## config.mk

```make
export PLATFORM = sky130hd
export DESIGN_NAME = pipeline_stage_register_flat
export DESIGN_NICKNAME = d
export VERILOG_FILES = /design/src/rtl/pipeline_stage_register_if.sv /design/src/rtl/pipeline_stage_register.sv /design/src/flat_wrapper.sv
export SDC_FILE = /design/constraint.sdc
export NUM_CORES = 1
export LEC_CHECK = 0
export ABC_CLOCK_PERIOD_IN_PS = 1500
export CAP_MARGIN = 10
export CELL_PAD_IN_SITES_DETAIL_PLACEMENT = 0
export CELL_PAD_IN_SITES_GLOBAL_PLACEMENT = 1
export CORE_MARGIN = 1.5
export CORE_UTILIZATION = 33
export DETAILED_ROUTE_END_ITERATION = 7
export PLACE_DENSITY = 0.9
export SLEW_MARGIN = 10
export SYNTH_ARGS = -nofsm -noshare
export SYNTH_HDL_FRONTEND = slang
export SYNTH_SLANG_ARGS = --single-unit
```

## constraint.sdc

```tcl
create_clock -name clk -period 1.5 [get_ports clk]
set_input_delay 0.225 -clock clk [delete_from_list [all_inputs] [get_ports clk]]
set_output_delay 0.225 -clock clk [all_outputs]
set_load 0.01 [all_outputs]
```

## src/rtl/pipeline_stage_register_if.sv

```systemverilog
// ---------------------------------------------------------------------------
// pipeline_stage_register_if
//
// Purpose: valid/ready handshake bundle between a producer stage, the
// pipeline_stage_register and a consumer stage.
//
// Signals:
//   in_valid   producer presents in_data
//   in_ready   stage accepts in_data this cycle
//   in_data    producer word (WORD_LENGTH bits)
//   out_valid  out_data holds a valid word
//   out_ready  consumer takes out_data this cycle
//   out_data   head word (WORD_LENGTH bits)
//   occupancy  number of held entries (0..2)
//
// Modports:
//   master  environment side (producer + consumer)
//   slave   the pipeline stage register itself
// ---------------------------------------------------------------------------
interface pipeline_stage_register_if #(
    parameter int unsigned WORD_LENGTH = 32
);
    logic                   in_valid;
    logic                   in_ready;
    logic [WORD_LENGTH-1:0] in_data;
    logic                   out_valid;
    logic                   out_ready;
    logic [WORD_LENGTH-1:0] out_data;
    logic [1:0]             occupancy;

    modport master (
        output in_valid,
        output in_data,
        output out_ready,
        input  in_ready,
        input  out_valid,
        input  out_data,
        input  occupancy
    );

    modport slave (
        input  in_valid,
        input  in_data,
        input  out_ready,
        output in_ready,
        output out_valid,
        output out_data,
        output occupancy
    );
endinterface

```

## src/rtl/pipeline_stage_register.sv

```systemverilog
// ---------------------------------------------------------------------------
// pipeline_stage_register
//
// Purpose: valid/ready pipeline register placed between datapath stages.
// Holds one word (default) or two words (skid buffer), supports a
// synchronous flush for branch/exception squashing, an input-acceptance
// enable and an occupancy report. Data order is strict FIFO.
//
// Compile-time option:
//   PIPELINE_STAGE_REGISTER_SKID_EN  defined   -> two entries, registered
//                                                in_ready, occupancy 0..2
//                                    undefined -> one entry, in_ready
//                                                combinational from
//                                                out_ready, occupancy 0..1
//
// Parameters:
//   WORD_LENGTH  data word width
//   RESET_VALUE  value loaded into storage on reset and on flush
//
// Ports:
//   clk     rising-edge clock
//   reset   synchronous active-high reset (highest priority)
//   enable  low blocks input acceptance; output side keeps draining
//   flush   synchronous squash of all held entries (second priority)
//   bus     handshake bundle (slave modport): in_valid/in_ready/in_data,
//           out_valid/out_ready/out_data, occupancy
// ---------------------------------------------------------------------------
module pipeline_stage_register #(
    parameter int unsigned            WORD_LENGTH = 32,
    parameter logic [WORD_LENGTH-1:0] RESET_VALUE = '0
) (
    input  logic                          clk,
    input  logic                          reset,
    input  logic                          enable,
    input  logic                          flush,
    pipeline_stage_register_if.slave      bus
);

    logic [WORD_LENGTH-1:0] main_q;
    logic                   valid_q;
    logic                   accept;
    logic                   pop;

    assign accept = bus.in_valid & bus.in_ready;
    assign pop    = valid_q & bus.out_ready;

    assign bus.out_valid = valid_q;
    assign bus.out_data  = main_q;

`ifdef PIPELINE_STAGE_REGISTER_SKID_EN

    typedef enum logic [1:0] {
        EMPTY = 2'd0,
        ONE   = 2'd1,
        FULL  = 2'd2
    } state_t;

    state_t                 state;
    logic [WORD_LENGTH-1:0] skid_q;
    logic                   ready_q;

    // ready_q tracks (next state != FULL), so in_ready never depends
    // combinationally on out_ready.
    assign bus.in_ready  = enable & ~flush & ~reset & ready_q;

    // State encoding equals the entry count, so occupancy is the register.
    assign bus.occupancy = state;

    always_ff @(posedge clk) begin
        if (reset || flush) begin
            state   <= EMPTY;
            main_q  <= RESET_VALUE;
            skid_q  <= RESET_VALUE;
            valid_q <= 1'b0;
            ready_q <= 1'b1;
        end else begin
            case (state)
                EMPTY: begin
                    if (accept) begin
                        main_q  <= bus.in_data;
                        valid_q <= 1'b1;
                        state   <= ONE;
                    end
                end
                ONE: begin
                    if (accept && pop) begin
                        main_q <= bus.in_data;
                    end else if (accept) begin
                        // Consumer stalled: park the new word behind the head.
                        skid_q  <= bus.in_data;
                        ready_q <= 1'b0;
                        state   <= FULL;
                    end else if (pop) begin
                        // main_q keeps its last value while empty.
                        valid_q <= 1'b0;
                        state   <= EMPTY;
                    end
                end
                FULL: begin
                    if (pop) begin
                        main_q  <= skid_q;
                        ready_q <= 1'b1;
                        state   <= ONE;
                    end
                end
                default: begin
                    state   <= EMPTY;
                    valid_q <= 1'b0;
                    ready_q <= 1'b1;
                end
            endcase
        end
    end

`else

    typedef enum logic {
        EMPTY = 1'b0,
        ONE   = 1'b1
    } state_t;

    state_t state;

    // Single entry: a new word may enter only when the slot is free or is
    // being vacated this cycle (combinational from out_ready).
    assign bus.in_ready  = enable & ~flush & ~reset & (~valid_q | bus.out_ready);
    assign bus.occupancy = {1'b0, valid_q};

    always_ff @(posedge clk) begin
        if (reset || flush) begin
            state   <= EMPTY;
            main_q  <= RESET_VALUE;
            valid_q <= 1'b0;
        end else begin
            case (state)
                EMPTY: begin
                    if (accept) begin
                        main_q  <= bus.in_data;
                        valid_q <= 1'b1;
                        state   <= ONE;
                    end
                end
                ONE: begin
                    // An accept here always coincides with a pop.
                    if (accept) begin
                        main_q <= bus.in_data;
                    end else if (pop) begin
                        valid_q <= 1'b0;
                        state   <= EMPTY;
                    end
                end
                default: begin
                    state   <= EMPTY;
                    valid_q <= 1'b0;
                end
            endcase
        end
    end

`endif

endmodule

```

## src/flat_wrapper.sv

```systemverilog
// flat-port wrapper written by rule: the top's interface ports become plain ports
module pipeline_stage_register_flat 
#(
    parameter int unsigned            WORD_LENGTH = 32,
    parameter logic [WORD_LENGTH-1:0] RESET_VALUE = '0
)
  (clk, reset, enable, flush, bus_in_valid, bus_in_data, bus_out_ready, bus_in_ready, bus_out_valid, bus_out_data, bus_occupancy);
  pipeline_stage_register_if #(.WORD_LENGTH(WORD_LENGTH)) bus_i ();
  input  logic clk;
  input  logic reset;
  input  logic enable;
  input  logic flush;
  input wire logic [$bits(bus_i.in_valid)-1:0] bus_in_valid;
  input wire logic [$bits(bus_i.in_data)-1:0] bus_in_data;
  input wire logic [$bits(bus_i.out_ready)-1:0] bus_out_ready;
  output wire logic [$bits(bus_i.in_ready)-1:0] bus_in_ready;
  output wire logic [$bits(bus_i.out_valid)-1:0] bus_out_valid;
  output wire logic [$bits(bus_i.out_data)-1:0] bus_out_data;
  output wire logic [$bits(bus_i.occupancy)-1:0] bus_occupancy;
  assign bus_i.in_valid = bus_in_valid;
  assign bus_i.in_data = bus_in_data;
  assign bus_i.out_ready = bus_out_ready;
  assign bus_in_ready = bus_i.in_ready;
  assign bus_out_valid = bus_i.out_valid;
  assign bus_out_data = bus_i.out_data;
  assign bus_occupancy = bus_i.occupancy;
  pipeline_stage_register #(.WORD_LENGTH(WORD_LENGTH), .RESET_VALUE(RESET_VALUE)) u_core (.clk(clk), .reset(reset), .enable(enable), .flush(flush), .bus(bus_i));
endmodule
```

# --- Yosys cells after proc, flatten, opt, wreduce, memory -nomap -nowiden ---
# Index checks and enable logic that the tools add are counted.
totals:
  elab_cells: 27
  output_inout_bits: 36
  n_memories: 0
  mem_bits_ro: 0
  ff_bits: 34
  ramBits: 0
  latchBits: 0
  input_bits: 38
classes:
  order_cmp: 0
  n_addsub: 0
  n_mul: 0
  n_reduce_logical: 2
  n_bitwise: 10
  shifts: 0
  n_eq_ne: 3
  div: 0
  muxes: 9
op_table:
  columns: ["cell", "n"]
  rows:
  - ["$mux W32", 1]
  - ["$mux W1", 6]
  - ["$and A1 B1 Y1", 5]
  - ["$ne A2 B1 Y1 const B", 2]
  - ["$not A1 Y1", 4]
  - ["$pmux W1 S2", 2]
  - ["$reduce_and A3 Y1", 1]
  - ["$ne A2 B2 Y1 const B", 1]
  - ["$logic_or A1 B1 Y1", 1]
  - ["$or A1 B1 Y1", 1]

# --- Depth between registers and ports, before layout ---
logic_depth:
  ltp_word: 7
  mapped_depth: 5
  ltp_nobuf: 3

# --- Worst setup path before layout ---
# OpenSTA, ideal clock, no wires.
synth_path:
  kind: "input -> output"
  start: "in flush"
  end: "out bus_in_ready"
  t_arrival_ns: 0.977
  required_time_ns: 1.275
  setup_slack_ns: 0.298
  n_path_buf: 2
  cell_stages: 4
  cell_sequence: "or2_1 clkbuf_8 buf_2 nor2_1"
synth_via:
  elab_chain_len: 4
synth_rtl:
  columns: ["item", "line_no", "text"]
  rows:
  - ["start: declaration", "flat_wrapper.sv:12", "input logic flush;"]
  - ["$not A1 Y1", "pipeline_stage_register.sv:126", "assign bus.in_ready = enable & ~flush & ~reset & (~valid_q | bus.out_ready);"]
  - ["$and A1 B1 Y1 (3 in a row)", "pipeline_stage_register.sv:126", null]
  - ["end: declaration", "flat_wrapper.sv:16", "output wire logic [$bits(bus_i.in_ready)-1:0] bus_in_ready;"]
# No other way between the ends.

# --- Worst setup path after layout ---
# Same ends and word-level chain as after synthesis.

==> impl_metrics.ini <==
[run_status]
status = finished clean

[finish]
drive_gt1_share_pct = 33.62
filler_cell_count = 485
register_area_sq_um = 681.9
synthToLayoutAreaGrowth_pct = 47.52
finalNonFillerCells = 299
multiInputGateArea_sq_um = 823.3
antenna-diode-count = 0
fin_area_sq_mm = 0.002494
nets = 271

[sta]
fin_worst_skew_ns = 0.009165
grt_setup_unrepaired = false
finalCriticalPeriod_ns = 1.393
timing_hold_violations_final = 0
maxSlewHeadroom_pct = 64.16
worst_pin_slew_ns = 0.5375
timing.fmax_mhz = 717.7
setup-violations-final = 0
final_min_period_over_clock_period_pct = 92.89
drv_slew = 0

[yosys]
synth_area_leaders = sky130_fd_sc_hd__dfxtp_1 (40%), sky130_fd_sc_hd__nand3_2 (17%), sky130_fd_sc_hd__a21oi_2 (15%)
postSynthRegisterBits = 34
synth.yosys.warnings = 0
post_synth.cell_area_avg_sq_um = 10.24
synth_cells = 165
syn-cell-area_sq_mm = 0.001690
synth_top_area_cell = sky130_fd_sc_hd__dfxtp_1
yosys.area.top_type_share_pct = 40.27
ys_seq_area_share_pct = 40.27
unique_masters_post_synth = 22
postSynthNetCount = 203

[power]
p_leak_nw = 0.8089
sequentialPowerShare_pct = 48.9
p_int_mw = 1.458
clock_power_share_pct = 34.2
power.total_mw = 1.911
sw_power_mw = 0.4536
combinationalPowerShare_pct = 16.9
sw_frac_of_total_pct = 23.73
vdd_ir_drop_max_v = 0.0003112
power-per-cell-area_mw_per_mm2 = 766.5

[grt]
overall_routing_resource_usage_pct = 15.37
grt.overflow.total = 0
grt_first_pass_wirelength_microns = 6548
grt_max_degree = 35
antenna_found_initial = 0
grt_pass1_vias = 1424

[clock_network]
cts_inserted_buffers = 5
post_cts.repair.setup_buffers = 0
hold_buffers = 0
clock-sinks = 34
clockBufferDepth = 2
cts.clk_slew.worst_paths_ns = 0.07
cts_root_buffer = sky130_fd_sc_hd__clkbuf_8
source_to_sink_clock_delay_at_the_later_pin_of_the_worst_skew_pair_ns = 0.28
cts_tree = built
cts_htree_levels = 2

[die]
initial_utilization_pct = 35.09
die_width_microns = 74.57
die_area_sq_mm = 0.005561
dieHeight_microns = 74.57
placementRows = 25
io-pin-count = 74
placeableCoreArea_sq_mm = 0.004817

[setup_path]
worst-r2r-setup-slack_ns = 0.27
path_class = primary input to output pin
worst_path_largest_cell_delay_ns = 0.39
critical-path-slowest-cell = sky130_fd_sc_hd__clkdlybuf4s50_1
cp-start-kind = primary input
worstPathArrival_ns = 1.17
setup.worst_path.end_class = output pin
worstPathCellList = clkdlybuf4s50_1, or2_2, nor2_2, buf_2
worst_ep_required_time_ns = 1.27
critPathMaxFanout = 2

[drt]
wl_per_cell_microns = 13.80
drt-initial-drc-count = 36
vias = 1452
viasPerCell = 4.856
ant_nets = 0
drc = 0
drt_pass1_iterations = 4
detail_route.wirelength_microns = 4127

[placed_design]
port-buffer-count = 72
post-dp-hpwl_microns = 2572
globalplace.congestion = 0.6924
placedCellCount = 292
placed_area_sq_mm = 0.002394

[flow_run]
maxCapViolations = 0

[worst_hold_path]
hold_path_class = flip-flop to flip-flop
## cells by family after synthesis
| kind of cell | synth area share (%) |
|---|---|
| buffers and inverters | 12.21 |
| other | 0.2218 |
| DFF | 40.27 |
| AOI/OAI and AO/OA | 26.28 |
| and+or+nand+nor | 21.02 |
## stage by stage
step / hold slack (ns) / utilization [%] / setup WS (ns) / setup TNS, ns
2_1_floorplan: 0.3308 / - / 0.2983 / 0
3_3_place_gp: 0.4635 / 49.69 / -0.3118 / -8.952
3_5_place_dp: 0.4651 / 49.69 / -0.3196 / -9.165
4_1_cts: 0.4757 / 51.79 / -0.005864 / -0.005864
5_1_grt: 0.5032 / 51.77 / 0.04819 / 0
6_report: 0.4757 / 51.77 / 0.1067 / 0
## cell type report
cell class / instances / area share (%)
Inverter: 1 / 0.1505
Sequential cell: 34 / 27.35
Timing Repair Buffer: 80 / 32.81
Clock buffer: 6 / 3.312
Multi-Input combinational cell: 111 / 33.02
Tap cell: 67 / 3.362
## Yosys cell counts, drive strengths merged
library cell / instances
o21ai: 32
and2: 1
nand3: 32
clkbuf: 11
nand2: 5
inv: 1
nor2b: 1
nor2: 1
a311oi: 1
conb: 1
nand2b: 1
a21oi: 34
dfxtp: 34
buf: 9
or2: 1
## final timing paths
kind | from | to | depth (start not counted)
worst max-delay path | flush | bus_in_ready | 4
worst min-delay path | u_core.bus.out_data[14]$_SDFFE_PP0P_ | u_core.bus.out_data[14]$_SDFFE_PP0P_ | 2
worst min register to register | u_core.bus.out_data[14]$_SDFFE_PP0P_ | u_core.bus.out_data[14]$_SDFFE_PP0P_ | 2
worst max register to register | u_core.bus.out_valid$_SDFFE_PP0P_ | u_core.bus.out_data[19]$_SDFFE_PP0P_ | 4
## layer usage
| layer | GRT usage, % | up-vias | part of all wire, % | routed length (microns) |
|---|---|---|---|---|
| met5 | 0 | - | 0 | 0 |
| met4 | 4.848 | 0 | 0.51 | 21 |
| met3 | 3.523 | 2 | 5.4 | 224 |
| met2 | 25.30 | 49 | 49 | 2039 |
| met1 | 19.98 | 690 | 45 | 1841 |
| li1 | - | 711 | - | - |
## repair_timing
item / CTS / global route
hold endpoints to repair: 0 / 0
setup endpoints to repair: 15 / 3
resized for setup: 6 / 3
pin swaps: 0 / 0
gates cloned: 1 / 0
## flip-flops by register name, summed over array words and instances, names as in the netlist
signal	count
u_core.state	1
u_core.bus.out_valid	1
u_core.bus.out_data	32
## critical path, delay by kind of cell
family / cells / cell delay, ns
and+or+nand+nor: 2 / 0.42
buffers and inverters: 2 / 0.52
## cells in the final DEF, fill, tap and decap left out, drive strengths merged
cell,instances
a21oi,34
clkdlybuf4s50,69
nor2,1
nor2b,2
nand2b,1
inv,1
nand2,5
nand3,32
a311oi,1
or2,1
dlymetal6s2s,2
buf,9
o21ai,32
dfxtp,34
conb,1
clkbuf,6
and2,1
## power groups by stage
stage          Sequential (mW)  Combinational (mW)  Clock (mW)
2_1_floorplan            0.963               0.149           0
3_3_place_gp             0.954               0.321           0
3_5_place_dp             0.954               0.323           0
4_1_cts                  0.935               0.328       0.685
5_1_grt                  0.937               0.349       0.712
6_report                 0.935               0.323       0.654
Note: power is estimated with default switching activity, not from simulation.
